==> src/rtl/alu_op_scheduler_pkg.sv <==
// Shared types and constants for the ALU op scheduler.
//  - Opcode constants for the three commands the ALU understands.
//  - sched_state_t: scheduler FSM states. The encoding is visible on state_o.
//  - ALU_RES_W: width of the ALU result bus.
//  - cmd_is_err(): returns 1 for commands that must never reach the ALU.
package alu_op_scheduler_pkg;

    localparam logic [7:0] OP_ADD    = 8'h01;
    localparam logic [7:0] OP_MUL    = 8'h02;
    localparam logic [7:0] OP_DIV    = 8'h03;
    localparam int         ALU_RES_W = 64;

    typedef enum logic [2:0] {
        IDLE  = 3'd0,
        START = 3'd1,
        WAIT  = 3'd2,
        SEND  = 3'd3,
        ERR   = 3'd4
    } sched_state_t;

    // Unknown opcodes and divide-by-zero are rejected before the ALU is launched.
    function automatic logic cmd_is_err(input logic [7:0] op, input logic [31:0] rs2);
        logic known;
        known = (op == OP_ADD) || (op == OP_MUL) || (op == OP_DIV);
        return !known || ((op == OP_DIV) && (rs2 == 32'd0));
    endfunction

endpackage

==> src/rtl/alu_op_scheduler_if.sv <==
// Bundle of the scheduler's bus signals: the command side (from the parser),
// the ALU side, the TX byte stream, and the debug/error outputs.
//  slave  : the scheduler's view.
//  master : the view of the environment around it (parser, ALU, TX).
interface alu_op_scheduler_if;
    import alu_op_scheduler_pkg::*;

    logic                 cmd_valid_i;
    logic                 cmd_ready_o;
    logic [7:0]           cmd_opcode_i;
    logic [31:0]          cmd_rs1_i;
    logic [31:0]          cmd_rs2_i;
    logic [7:0]           alu_opcode_o;
    logic [31:0]          alu_data1_o;
    logic [31:0]          alu_data2_o;
    logic                 alu_start_o;
    logic                 alu_busy_i;
    logic                 alu_valid_i;
    logic [ALU_RES_W-1:0] alu_result_i;
    logic [7:0]           data_o;
    logic                 valid_o;
    logic                 ready_i;
    logic                 err_o;
    logic [2:0]           state_o;

    modport slave (
        input  cmd_valid_i, cmd_opcode_i, cmd_rs1_i, cmd_rs2_i,
        input  alu_busy_i, alu_valid_i, alu_result_i, ready_i,
        output cmd_ready_o, alu_opcode_o, alu_data1_o, alu_data2_o, alu_start_o,
        output data_o, valid_o, err_o, state_o
    );

    modport master (
        output cmd_valid_i, cmd_opcode_i, cmd_rs1_i, cmd_rs2_i,
        output alu_busy_i, alu_valid_i, alu_result_i, ready_i,
        input  cmd_ready_o, alu_opcode_o, alu_data1_o, alu_data2_o, alu_start_o,
        input  data_o, valid_o, err_o, state_o
    );

endinterface

==> src/rtl/alu_op_scheduler_result_serializer.sv <==
// Shift an ALU result out as a byte stream, LSB first.
//  clk, rst  : clock / synchronous active-high reset
//  load_i    : capture data_i and nbytes_i (overrides any shifting)
//  nbytes_i  : number of bytes to emit (1..8)
//  data_i    : 64-bit result
//  valid_o   : a byte is on data_o
//  ready_i   : downstream accepts data_o this cycle
//  data_o    : current byte
//  done_o    : last byte is being accepted this cycle
module alu_op_scheduler_result_serializer
    import alu_op_scheduler_pkg::*;
(
    input  logic                 clk,
    input  logic                 rst,
    input  logic                 load_i,
    input  logic [3:0]           nbytes_i,
    input  logic [ALU_RES_W-1:0] data_i,
    output logic                 valid_o,
    input  logic                 ready_i,
    output logic [7:0]           data_o,
    output logic                 done_o
);

    logic [ALU_RES_W-1:0] shreg;
    logic [3:0]           cnt;

    always_ff @(posedge clk) begin
        if (rst) begin
            shreg <= '0;
            cnt   <= '0;
        end else if (load_i) begin
            shreg <= data_i;
            cnt   <= nbytes_i;
        end else if (valid_o && ready_i) begin
            shreg <= {8'h00, shreg[ALU_RES_W-1:8]};
            cnt   <= cnt - 4'd1;
        end
    end

    assign valid_o = (cnt != 4'd0);
    assign data_o  = shreg[7:0];
    assign done_o  = valid_o && ready_i && (cnt == 4'd1);

endmodule

==> src/rtl/bsg_counter_up_down.sv <==
// Saturation-free up/down counter.
//  clk_i    : clock, rising edge
//  reset_i  : synchronous reset to init_val_p
//  up_i     : amount to add this cycle
//  down_i   : amount to subtract this cycle
//  count_o  : current count
module bsg_counter_up_down #(
    parameter int max_val_p  = 15,
    parameter int init_val_p = 0,
    parameter int max_step_p = 1,
    localparam int step_w_lp = $clog2(max_step_p + 1),
    localparam int cnt_w_lp  = $clog2(max_val_p + 1)
) (
    input  logic                 clk_i,
    input  logic                 reset_i,
    input  logic [step_w_lp-1:0] up_i,
    input  logic [step_w_lp-1:0] down_i,
    output logic [cnt_w_lp-1:0]  count_o
);

    always_ff @(posedge clk_i) begin
        if (reset_i)
            count_o <= cnt_w_lp'(init_val_p);
        else
            count_o <= count_o + cnt_w_lp'(up_i) - cnt_w_lp'(down_i);
    end

endmodule

==> src/rtl/alu_op_scheduler.sv <==
// Runs one arithmetic command through the shared multi-cycle ALU and streams
// the result bytes (LSB first) to the TX path. Bad commands and ALU timeouts
// produce a single ERR_BYTE_P instead.
//  clk, rst : clock / synchronous active-high reset
//  bus      : slave side of alu_op_scheduler_if
//             cmd_*  : command handshake from the packet parser
//             alu_*  : launch/result handshake with the ALU
//             data_o/valid_o/ready_i : byte stream to TX
//             err_o  : one-cycle pulse when ERR is entered
//             state_o: encoded FSM state for debug
module alu_op_scheduler
    import alu_op_scheduler_pkg::*;
#(
    parameter int         TIMEOUT_P   = 1024,
    parameter logic [7:0] ERR_BYTE_P  = 8'hEE,
    parameter int         MUL_BYTES_P = 8
) (
    input  logic               clk,
    input  logic               rst,
    alu_op_scheduler_if.slave  bus
);

    localparam int TMO_W = $clog2(TIMEOUT_P);

    sched_state_t state, state_nxt;

    logic             accept;
    logic             alu_start;
    logic             ser_load;
    logic             ser_valid;
    logic             ser_done;
    logic [7:0]       ser_data;
    logic [3:0]       ser_nbytes;
    logic [TMO_W-1:0] tmo_cnt;
    logic             tmo_hit;
    logic             err_q;
    logic [7:0]       op_q;
    logic [31:0]      rs1_q, rs2_q;

    always_ff @(posedge clk) begin
        if (rst) state <= IDLE;
        else     state <= state_nxt;
    end

    always_comb begin
        state_nxt = state;
        accept    = 1'b0;
        alu_start = 1'b0;
        ser_load  = 1'b0;
        case (state)
            IDLE: begin
                if (bus.cmd_valid_i) begin
                    accept    = 1'b1;
                    state_nxt = cmd_is_err(bus.cmd_opcode_i, bus.cmd_rs2_i) ? ERR : START;
                end
            end
            START: begin
                if (!bus.alu_busy_i) begin
                    alu_start = 1'b1;
                    state_nxt = WAIT;
                end
            end
            WAIT: begin
                // A result arriving on the timeout cycle still wins.
                if (bus.alu_valid_i) begin
                    ser_load  = 1'b1;
                    state_nxt = SEND;
                end else if (tmo_hit) begin
                    state_nxt = ERR;
                end
            end
            SEND:    if (ser_done)    state_nxt = IDLE;
            ERR:     if (bus.ready_i) state_nxt = IDLE;
            default: state_nxt = IDLE;
        endcase
    end

    // Command latch: feeds the ALU and holds until the next accept.
    always_ff @(posedge clk) begin
        if (rst) begin
            op_q  <= '0;
            rs1_q <= '0;
            rs2_q <= '0;
        end else if (accept) begin
            op_q  <= bus.cmd_opcode_i;
            rs1_q <= bus.cmd_rs1_i;
            rs2_q <= bus.cmd_rs2_i;
        end
    end

    always_ff @(posedge clk) begin
        if (rst) err_q <= 1'b0;
        else     err_q <= (state_nxt == ERR) && (state != ERR);
    end

    // Held in reset outside WAIT, so it reads 0 on the first WAIT cycle.
    bsg_counter_up_down #(
        .max_val_p  (TIMEOUT_P - 1),
        .init_val_p (0),
        .max_step_p (1)
    ) u_tmo_cnt (
        .clk_i   (clk),
        .reset_i (rst || (state != WAIT)),
        .up_i    (state == WAIT),
        .down_i  (1'b0),
        .count_o (tmo_cnt)
    );

    assign tmo_hit    = (tmo_cnt == TMO_W'(TIMEOUT_P - 1));
    assign ser_nbytes = (op_q == OP_MUL) ? 4'(MUL_BYTES_P) : 4'd4;

    alu_op_scheduler_result_serializer u_ser (
        .clk      (clk),
        .rst      (rst),
        .load_i   (ser_load),
        .nbytes_i (ser_nbytes),
        .data_i   (bus.alu_result_i),
        .valid_o  (ser_valid),
        .ready_i  (bus.ready_i && (state == SEND)),
        .data_o   (ser_data),
        .done_o   (ser_done)
    );

    assign bus.cmd_ready_o  = (state == IDLE);
    assign bus.alu_opcode_o = op_q;
    assign bus.alu_data1_o  = rs1_q;
    assign bus.alu_data2_o  = rs2_q;
    assign bus.alu_start_o  = alu_start;
    assign bus.valid_o      = (state == ERR) || ((state == SEND) && ser_valid);
    assign bus.data_o       = (state == ERR) ? ERR_BYTE_P : ser_data;
    assign bus.err_o        = err_q;
    assign bus.state_o      = state;

endmodule

==> src/flat_wrapper.sv <==
// flat-port wrapper written by rule: the top's interface ports become plain ports
module alu_op_scheduler_flat import alu_op_scheduler_pkg::*;
#(
    parameter int         TIMEOUT_P   = 1024,
    parameter logic [7:0] ERR_BYTE_P  = 8'hEE,
    parameter int         MUL_BYTES_P = 8
)
  (clk, rst, bus_cmd_valid_i, bus_cmd_opcode_i, bus_cmd_rs1_i, bus_cmd_rs2_i, bus_alu_busy_i, bus_alu_valid_i, bus_alu_result_i, bus_ready_i, bus_cmd_ready_o, bus_alu_opcode_o, bus_alu_data1_o, bus_alu_data2_o, bus_alu_start_o, bus_data_o, bus_valid_o, bus_err_o, bus_state_o);
  alu_op_scheduler_if bus_i ();
  input  logic clk;
  input  logic rst;
  input wire logic [$bits(bus_i.cmd_valid_i)-1:0] bus_cmd_valid_i;
  input wire logic [$bits(bus_i.cmd_opcode_i)-1:0] bus_cmd_opcode_i;
  input wire logic [$bits(bus_i.cmd_rs1_i)-1:0] bus_cmd_rs1_i;
  input wire logic [$bits(bus_i.cmd_rs2_i)-1:0] bus_cmd_rs2_i;
  input wire logic [$bits(bus_i.alu_busy_i)-1:0] bus_alu_busy_i;
  input wire logic [$bits(bus_i.alu_valid_i)-1:0] bus_alu_valid_i;
  input wire logic [$bits(bus_i.alu_result_i)-1:0] bus_alu_result_i;
  input wire logic [$bits(bus_i.ready_i)-1:0] bus_ready_i;
  output wire logic [$bits(bus_i.cmd_ready_o)-1:0] bus_cmd_ready_o;
  output wire logic [$bits(bus_i.alu_opcode_o)-1:0] bus_alu_opcode_o;
  output wire logic [$bits(bus_i.alu_data1_o)-1:0] bus_alu_data1_o;
  output wire logic [$bits(bus_i.alu_data2_o)-1:0] bus_alu_data2_o;
  output wire logic [$bits(bus_i.alu_start_o)-1:0] bus_alu_start_o;
  output wire logic [$bits(bus_i.data_o)-1:0] bus_data_o;
  output wire logic [$bits(bus_i.valid_o)-1:0] bus_valid_o;
  output wire logic [$bits(bus_i.err_o)-1:0] bus_err_o;
  output wire logic [$bits(bus_i.state_o)-1:0] bus_state_o;
  assign bus_i.cmd_valid_i = bus_cmd_valid_i;
  assign bus_i.cmd_opcode_i = bus_cmd_opcode_i;
  assign bus_i.cmd_rs1_i = bus_cmd_rs1_i;
  assign bus_i.cmd_rs2_i = bus_cmd_rs2_i;
  assign bus_i.alu_busy_i = bus_alu_busy_i;
  assign bus_i.alu_valid_i = bus_alu_valid_i;
  assign bus_i.alu_result_i = bus_alu_result_i;
  assign bus_i.ready_i = bus_ready_i;
  assign bus_cmd_ready_o = bus_i.cmd_ready_o;
  assign bus_alu_opcode_o = bus_i.alu_opcode_o;
  assign bus_alu_data1_o = bus_i.alu_data1_o;
  assign bus_alu_data2_o = bus_i.alu_data2_o;
  assign bus_alu_start_o = bus_i.alu_start_o;
  assign bus_data_o = bus_i.data_o;
  assign bus_valid_o = bus_i.valid_o;
  assign bus_err_o = bus_i.err_o;
  assign bus_state_o = bus_i.state_o;
  alu_op_scheduler #(.TIMEOUT_P(TIMEOUT_P), .ERR_BYTE_P(ERR_BYTE_P), .MUL_BYTES_P(MUL_BYTES_P)) u_core (.clk(clk), .rst(rst), .bus(bus_i));
endmodule
==> config.mk <==
export PLATFORM = sky130hd
export DESIGN_NAME = alu_op_scheduler_flat
export DESIGN_NICKNAME = d
export VERILOG_FILES = /design/src/rtl/alu_op_scheduler_pkg.sv /design/src/rtl/alu_op_scheduler_if.sv /design/src/rtl/alu_op_scheduler_result_serializer.sv /design/src/rtl/bsg_counter_up_down.sv /design/src/rtl/alu_op_scheduler.sv /design/src/flat_wrapper.sv
export SDC_FILE = /design/constraint.sdc
export NUM_CORES = 1
export LEC_CHECK = 0
export ABC_AREA = 1
export BUFFER_PORTS_ARGS = -buffer_cell sky130_fd_sc_hd__buf_2
export CAP_MARGIN = 10
export CORE_MARGIN = 1
export CORE_UTILIZATION = 47
export CTS_BUF_LIST = sky130_fd_sc_hd__clkbuf_16
export DETAILED_ROUTE_END_ITERATION = 8
export GPL_TIMING_DRIVEN = 0
export HOLD_SLACK_MARGIN = 0.06
export PLACE_DENSITY = 0.8
export REMOVE_ABC_BUFFERS = 1
export SETUP_SLACK_MARGIN = 0.4
export SKIP_LAST_GASP = 1
export SYNTH_ARGS = -nofsm -noshare
export SYNTH_HDL_FRONTEND = slang
export SYNTH_SLANG_ARGS = --single-unit
==> constraint.sdc <==
create_clock -name clk -period 1.8 [get_ports clk]
set_input_delay 0.27 -clock clk [delete_from_list [all_inputs] [get_ports clk]]
set_output_delay 0.27 -clock clk [all_outputs]
set_load 0.05 [all_outputs]
* Word-level counts from Yosys, hierarchy flattened *
Index checks and enable logic that the tools add are counted.

storage, ports and cells
  logic and storage cells = 59
  output and inout port bits = 87
  bits of input ports = 142
  bits in registers = 154

cells by class
  eq/ne operators = 13
  $add $sub $neg = 2
  mux-type cells = 20
  reduce and logical (&&, ||, !) cells = 16

operators by type and width
  cell                                                    number
  two-way mux 64 bit                                      2
  zero test 32 bit                                        1
  equality test 8 x 2 -> 1 bit (second input constant)    3
  two-way mux 3 bit                                       7
  one-hot mux 3 bit (5 select lines)                      1
  two-way mux 4 bit                                       3
  adder 10 x 1 -> 10 bit                                  1
  equality test 10 bit (second input constant)            1
  equality test 8 x 1 -> 1 bit (second input constant)    1
  two-way mux 8 bit                                       1
  equality test 3 x 2 -> 1 bit (second input constant)    2
  equality test 3 bit (second input constant)             2
  logical AND 1 bit                                       6
  two-way mux 1 bit                                       6
  logical OR 1 bit                                        5
  equality test 4 x 1 -> 1 bit (second input constant)    1
  nonzero test 4 bit                                      1
  subtractor 4 x 1 -> 4 bit (second input constant)       1
  equality test 3 x 1 -> 1 bit (second input constant)    1
  zero test 3 bit                                         1
  inequality test 3 x 2 -> 1 bit (second input constant)  1
  inequality test 3 bit (second input constant)           1
  nonzero test 2 bit                                      1
  zero test 1 bit                                         1

* Depth between registers and ports, before layout *
  word-level depth = 10
  mapped depth = 10
  mapped depth without buffers = 10

* By module *
From an unflattened synthesis, not the netlist that was laid out.

unflattened totals
  cells, all modules = 1060
  area total of the unflattened synthesis = 7245.7 um^2

modules (own cells, without submodules)
  module                              instances  area an instance (um^2)  cells each  sequential area each (um^2)
  alu_op_scheduler_result_serializer  1          3427.0                   526         1361.3
  alu_op_scheduler                    1          3046.7                   420         1521.5
  bsg_counter_up_down                 1          772.0                    114         200.2

* Worst setup path after synthesis *
Ideal clock, no wire load.

  path type = register to register
  start = reg u_core.state[0], in the netlist u_core.bus.state_o[0]
  end = reg u_core.state[1], in the netlist u_core.bus.state_o[1]
  buffers on the path = 0
  path slack = -0.941 ns
  setup time = 0.070 ns
  stages on the path, launching flop included = 5
  period minus slack after synthesis = 2.741 ns
  data required time = 1.730 ns
  data arrival time = 2.671 ns
  cells stage by stage = dfxtp_1 inv_2 nor4_1 a211oi_1 a21oi_1

on the way
  cells in the longest elaborated chain, start to end = 6
  elaborated cells on any way between the ends = 10
  those cells by class = 4 x eq/ne; 2 x mux; 4 x reduce/logical

RTL lines
  what                                    line                                             source
  start, declared                         alu_op_scheduler.sv:25                           sched_state_t state, state_nxt;
  start signal, assigned                  alu_op_scheduler.sv:42                           else state <= state_nxt;
  equality test 3 x 2 -> 1 bit            alu_op_scheduler.sv:50, alu_op_scheduler.sv:119
  logical AND 1 bit                       alu_op_scheduler.sv:119                          .ready_i (bus.ready_i && (state == SEND)),
  logical AND 1 bit (2 in series)         alu_op_scheduler_result_serializer.sv:42         assign done_o = valid_o && ready_i && (cnt == 4'd1);
  two-way mux 3 bit                       alu_op_scheduler.sv:72                           SEND: if (ser_done) state_nxt = IDLE;
  one-hot mux 3 bit (5 select lines) (*)  alu_op_scheduler.sv:50                           case (state)

Every way passes the cells marked *; elsewhere a longest branch is shown, timed or not.
A chain may end at the register's enable or synchronous reset.

* Worst setup path after layout *
  start = reg u_core.state[1], in the netlist u_core.bus.state_o[1]
  end = out bus_valid_o

on the way
  cells in the longest elaborated chain, start to end = 3
  elaborated cells on any way between the ends = 4
  those cells by class = 2 x eq/ne; 2 x reduce/logical

RTL lines
  what                          line                     source
  equality test 3 x 2 -> 1 bit  alu_op_scheduler.sv:129  assign bus.valid_o = (state == ERR) || ((state == SEND) && ser_valid);
  logical AND 1 bit             alu_op_scheduler.sv:129
  logical OR 1 bit (*)          alu_op_scheduler.sv:129
  end, declared                 flat_wrapper.sv:26       output wire logic [$bits(bus_i.valid_o)-1:0] bus_valid_o;

Marks and branches as above.

==> impl_metrics.csv <==
group,metric,value,unit
logic_synthesis,ys_seq_elements,154,
grt,grt-ovfl-total,0,
drt,detail_route.wl_per_cell,17.3,microns
grt,grt_usage,0.258,
placed_design,port_buffers,228,
logic_synthesis,yosysSeqAreaShare,0.495,
setup_path,start_kind,"flop",
flow_run,cap_violations,0,
clock_network,postCtsHoldBufs,0,
grt,grt_max_degree,68,
logic_synthesis,synth_cells,834,
logic_synthesis,synth_edf_count,0,
setup_path,crit_type,"reg2out",
floorplanning,num_rows,41,
logic_synthesis,synthArstFlopShare,0,
drt,drtIter0Drc,570,
logic_synthesis,yosys-top-cells-area,"dfxtp_1 49%, nand2_1 17%, a21oi_1 7.3%",
setup_path,cp_slowest_cell,"dfxtp_4",
placed_design,gp_congestion,0.813,
setup_path,arrival,1.53,ns
logic_synthesis,synth_area,6230,sq um
clock_network,clockRootBuffer,"clkbuf_16",
min_path,worstHoldStart,"bus_cmd_rs1_i[1]",
power,peakVddDrop,627,uV
placed_design,preCtsSetupSlack,-1.22,ns
drt,ant_nets,0,
timing,fin_crit,1.80,ns
floorplanning,die_width,117,microns
setup_path,endpoint_kind,"output pin",
clock_network,cts_tree,"built",
cells_and_area,nets,1238,
timing,hold_viol,0,
floorplanning,die_h,117,microns
setup_path,crit_chain,"inv_2 > nor3_4 > nand2_1 > nand2_2 > buf_8",
logic_synthesis,synth_top_area_share,0.495,
min_path,min_path_type,"in2reg",
cells_and_area,antennaDiodeCount,0,
setup_path,crit_fanout,4,
logic_synthesis,yosys.area.top_type,"dfxtp_1",
setup_path,cp-startpoint,"u_core.bus.state_o[1]",
floorplanning,ios,229,
clock_network,clock_sinks,154,
logic_synthesis,synth_ff_type,"dfxtp_1",
timing,worst_pin_slew,0.607,ns
grt,grt_pass1_vias,5804,
cells_and_area,syn2layout_area_growth,50.1,%
floorplanning,floorplan.die_area,13700,sq um
timing,maxSlewHeadroom,0.595,
grt,antenna_found_initial,2,
timing,fin_tns_setup,0,ns
placed_design,place_hpwl,11000,microns
cells_and_area,fillerInstances,899,
cells_and_area,drive_above_1_share,0.354,
timing,setup_slack,0.000994,ns
logic_synthesis,avgSynthCellArea,7.47,sq um
setup_path,r2r_start,"u_core.bus.state_o[1]",
power,cellPowerDensity,917,nW/um^2
drt,drc,0,
clock_network,clkTransAtPathRegs,0.06,ns
timing,setup_violations,0,
timing,max_freq,0.556,GHz
logic_synthesis,yosys_warnings,0,
timing,rsz0062_at_grt,"true",
clock_network,clk_latency,0.43,ns
logic_synthesis,synthDistinctLibCells,29,
setup_path,worstPathRequired,1.53,ns
timing,fin_skew,0.0122,ns
clock_network,cts_made_buffers,17,
status,outcome,"completed",
logic_synthesis,ys_top_cells_by_count,"285 x nand2_1, 154 x dfxtp_1, 91 x a21oi_1",
timing,drv_slew,0,
floorplanning,core,12800,sq um
grt,grt_pass1_wl,27000,microns
clock_network,clockBufferDepth,2,
setup_path,max_stage_delay,0.38,ns
power,power_leakage,0.00382,uW
drt,finalWirelength,22100,microns
timing,period_share,0.999,
drt,num_vias,6969,
logic_synthesis,yosysMostFrequentCell,"nand2_1",
clock_network,htree_levels,4,
floorplanning,start_util,0.488,
drt,first_pass_iters,5,
drt,vias_per_cell,5.47,
[per-layer routing]
metal / share of wire / GRT usage
met1: 0.36 / 0.273
met2: 0.51 / 0.464
met3: 0.097 / 0.0958
met4: 0.034 / 0.102
met5: 0.00059 / 0
[power by group]
| group | leakage [uW] | internal (uW) | switching, uW |
|---|---|---|---|
| combinational | 0.00227 | 447 | 940 |
| clock | 0.000296 | 2270 | 1340 |
| sequential | 0.00126 | 3520 | 64.5 |
[cells in the final DEF (no fill, tap or decap), types with 14 or more instances in the layout]
master	count
a21oi_2	14
clkbuf_16	21
nor2_1	37
a21oi_1	77
dfxtp_1	150
inv_1	25
nand2_1	279
a31oi_1	58
nand3_1	53
buf_4	21
buf_2	216
buf_12	14
buf_6	14
[layout make-up]
cell class	instances	area, sq um	share of cell area
Sequential cell	154	3100	0.331
Multi-Input combinational cell	598	3090	0.330
Timing Repair Buffer	276	1910	0.204
Clock buffer	17	425	0.0455
Timing Repair inverter	12	241	0.0258
Tap cell	172	215	0.0230
Inverter	32	214	0.0229
Clock inverter	14	164	0.0175
[flip-flops by register name, summed over array words and instances, names as in the netlist]
signal and count:
u_core.bus.err_o 1, u_core.bus.alu_data1_o 32, u_core.bus.state_o 3, u_core.u_tmo_cnt.count_o 10, u_core.bus.alu_data2_o 32, u_core.bus.alu_opcode_o 8
u_core.u_ser.shreg 64, u_core.u_ser.cnt 4
[stage by stage]
stage | cell area, sq um | power [uW] | hold WS, ns | util | instances
global placement | 7290 | 4740 | 0.449 | 0.571 | 1179
finish | 9350 | 8580 | 0.0860 | 0.732 | 1275
floorplan | 5940 | 4330 | 0.339 | - | 779
global route | 9350 | 8840 | 0.0905 | 0.732 | 1275
detailed placement | 7350 | 4760 | 0.452 | 0.575 | 1181
CTS | 8290 | 8380 | 0.0828 | 0.649 | 1224
[cell families after synthesis]
kind of cell / share of synthesized area
and+or+nand+nor: 0.274
AOI/OAI and AO/OA: 0.151
DFF: 0.495
xor gates and xnor gates: 0.00281
buffers and inverters: 0.0669
adders and majority gates: 0.0100
[final timing paths]
kind | depth (start not counted) | slack, ns | end
min | 3 | 0.09 | u_core.bus.alu_data1_o[1]
min reg2reg | 2 | 0.46 | u_core.bus.alu_data1_o[6]
max | 5 | 0.001 | bus_valid_o
max reg2reg | 10 | 0.04 | u_core.u_tmo_cnt.count_o[9]
[critical path, delay by kind of cell, from the launching register on]
kind	cells	cell delay (ns)
and+or+nand+nor	3	0.51
DFF	1	0.38
buffers and inverters	2	0.22
[what timing repair did]
item	in CTS	in global routing
buffers inserted	6	34
gates resized for setup	65	108
setup endpoints to repair	163	166
gates cloned	6	17
pin swaps	6	27
Note: power is estimated with default switching activity, not from simulation.
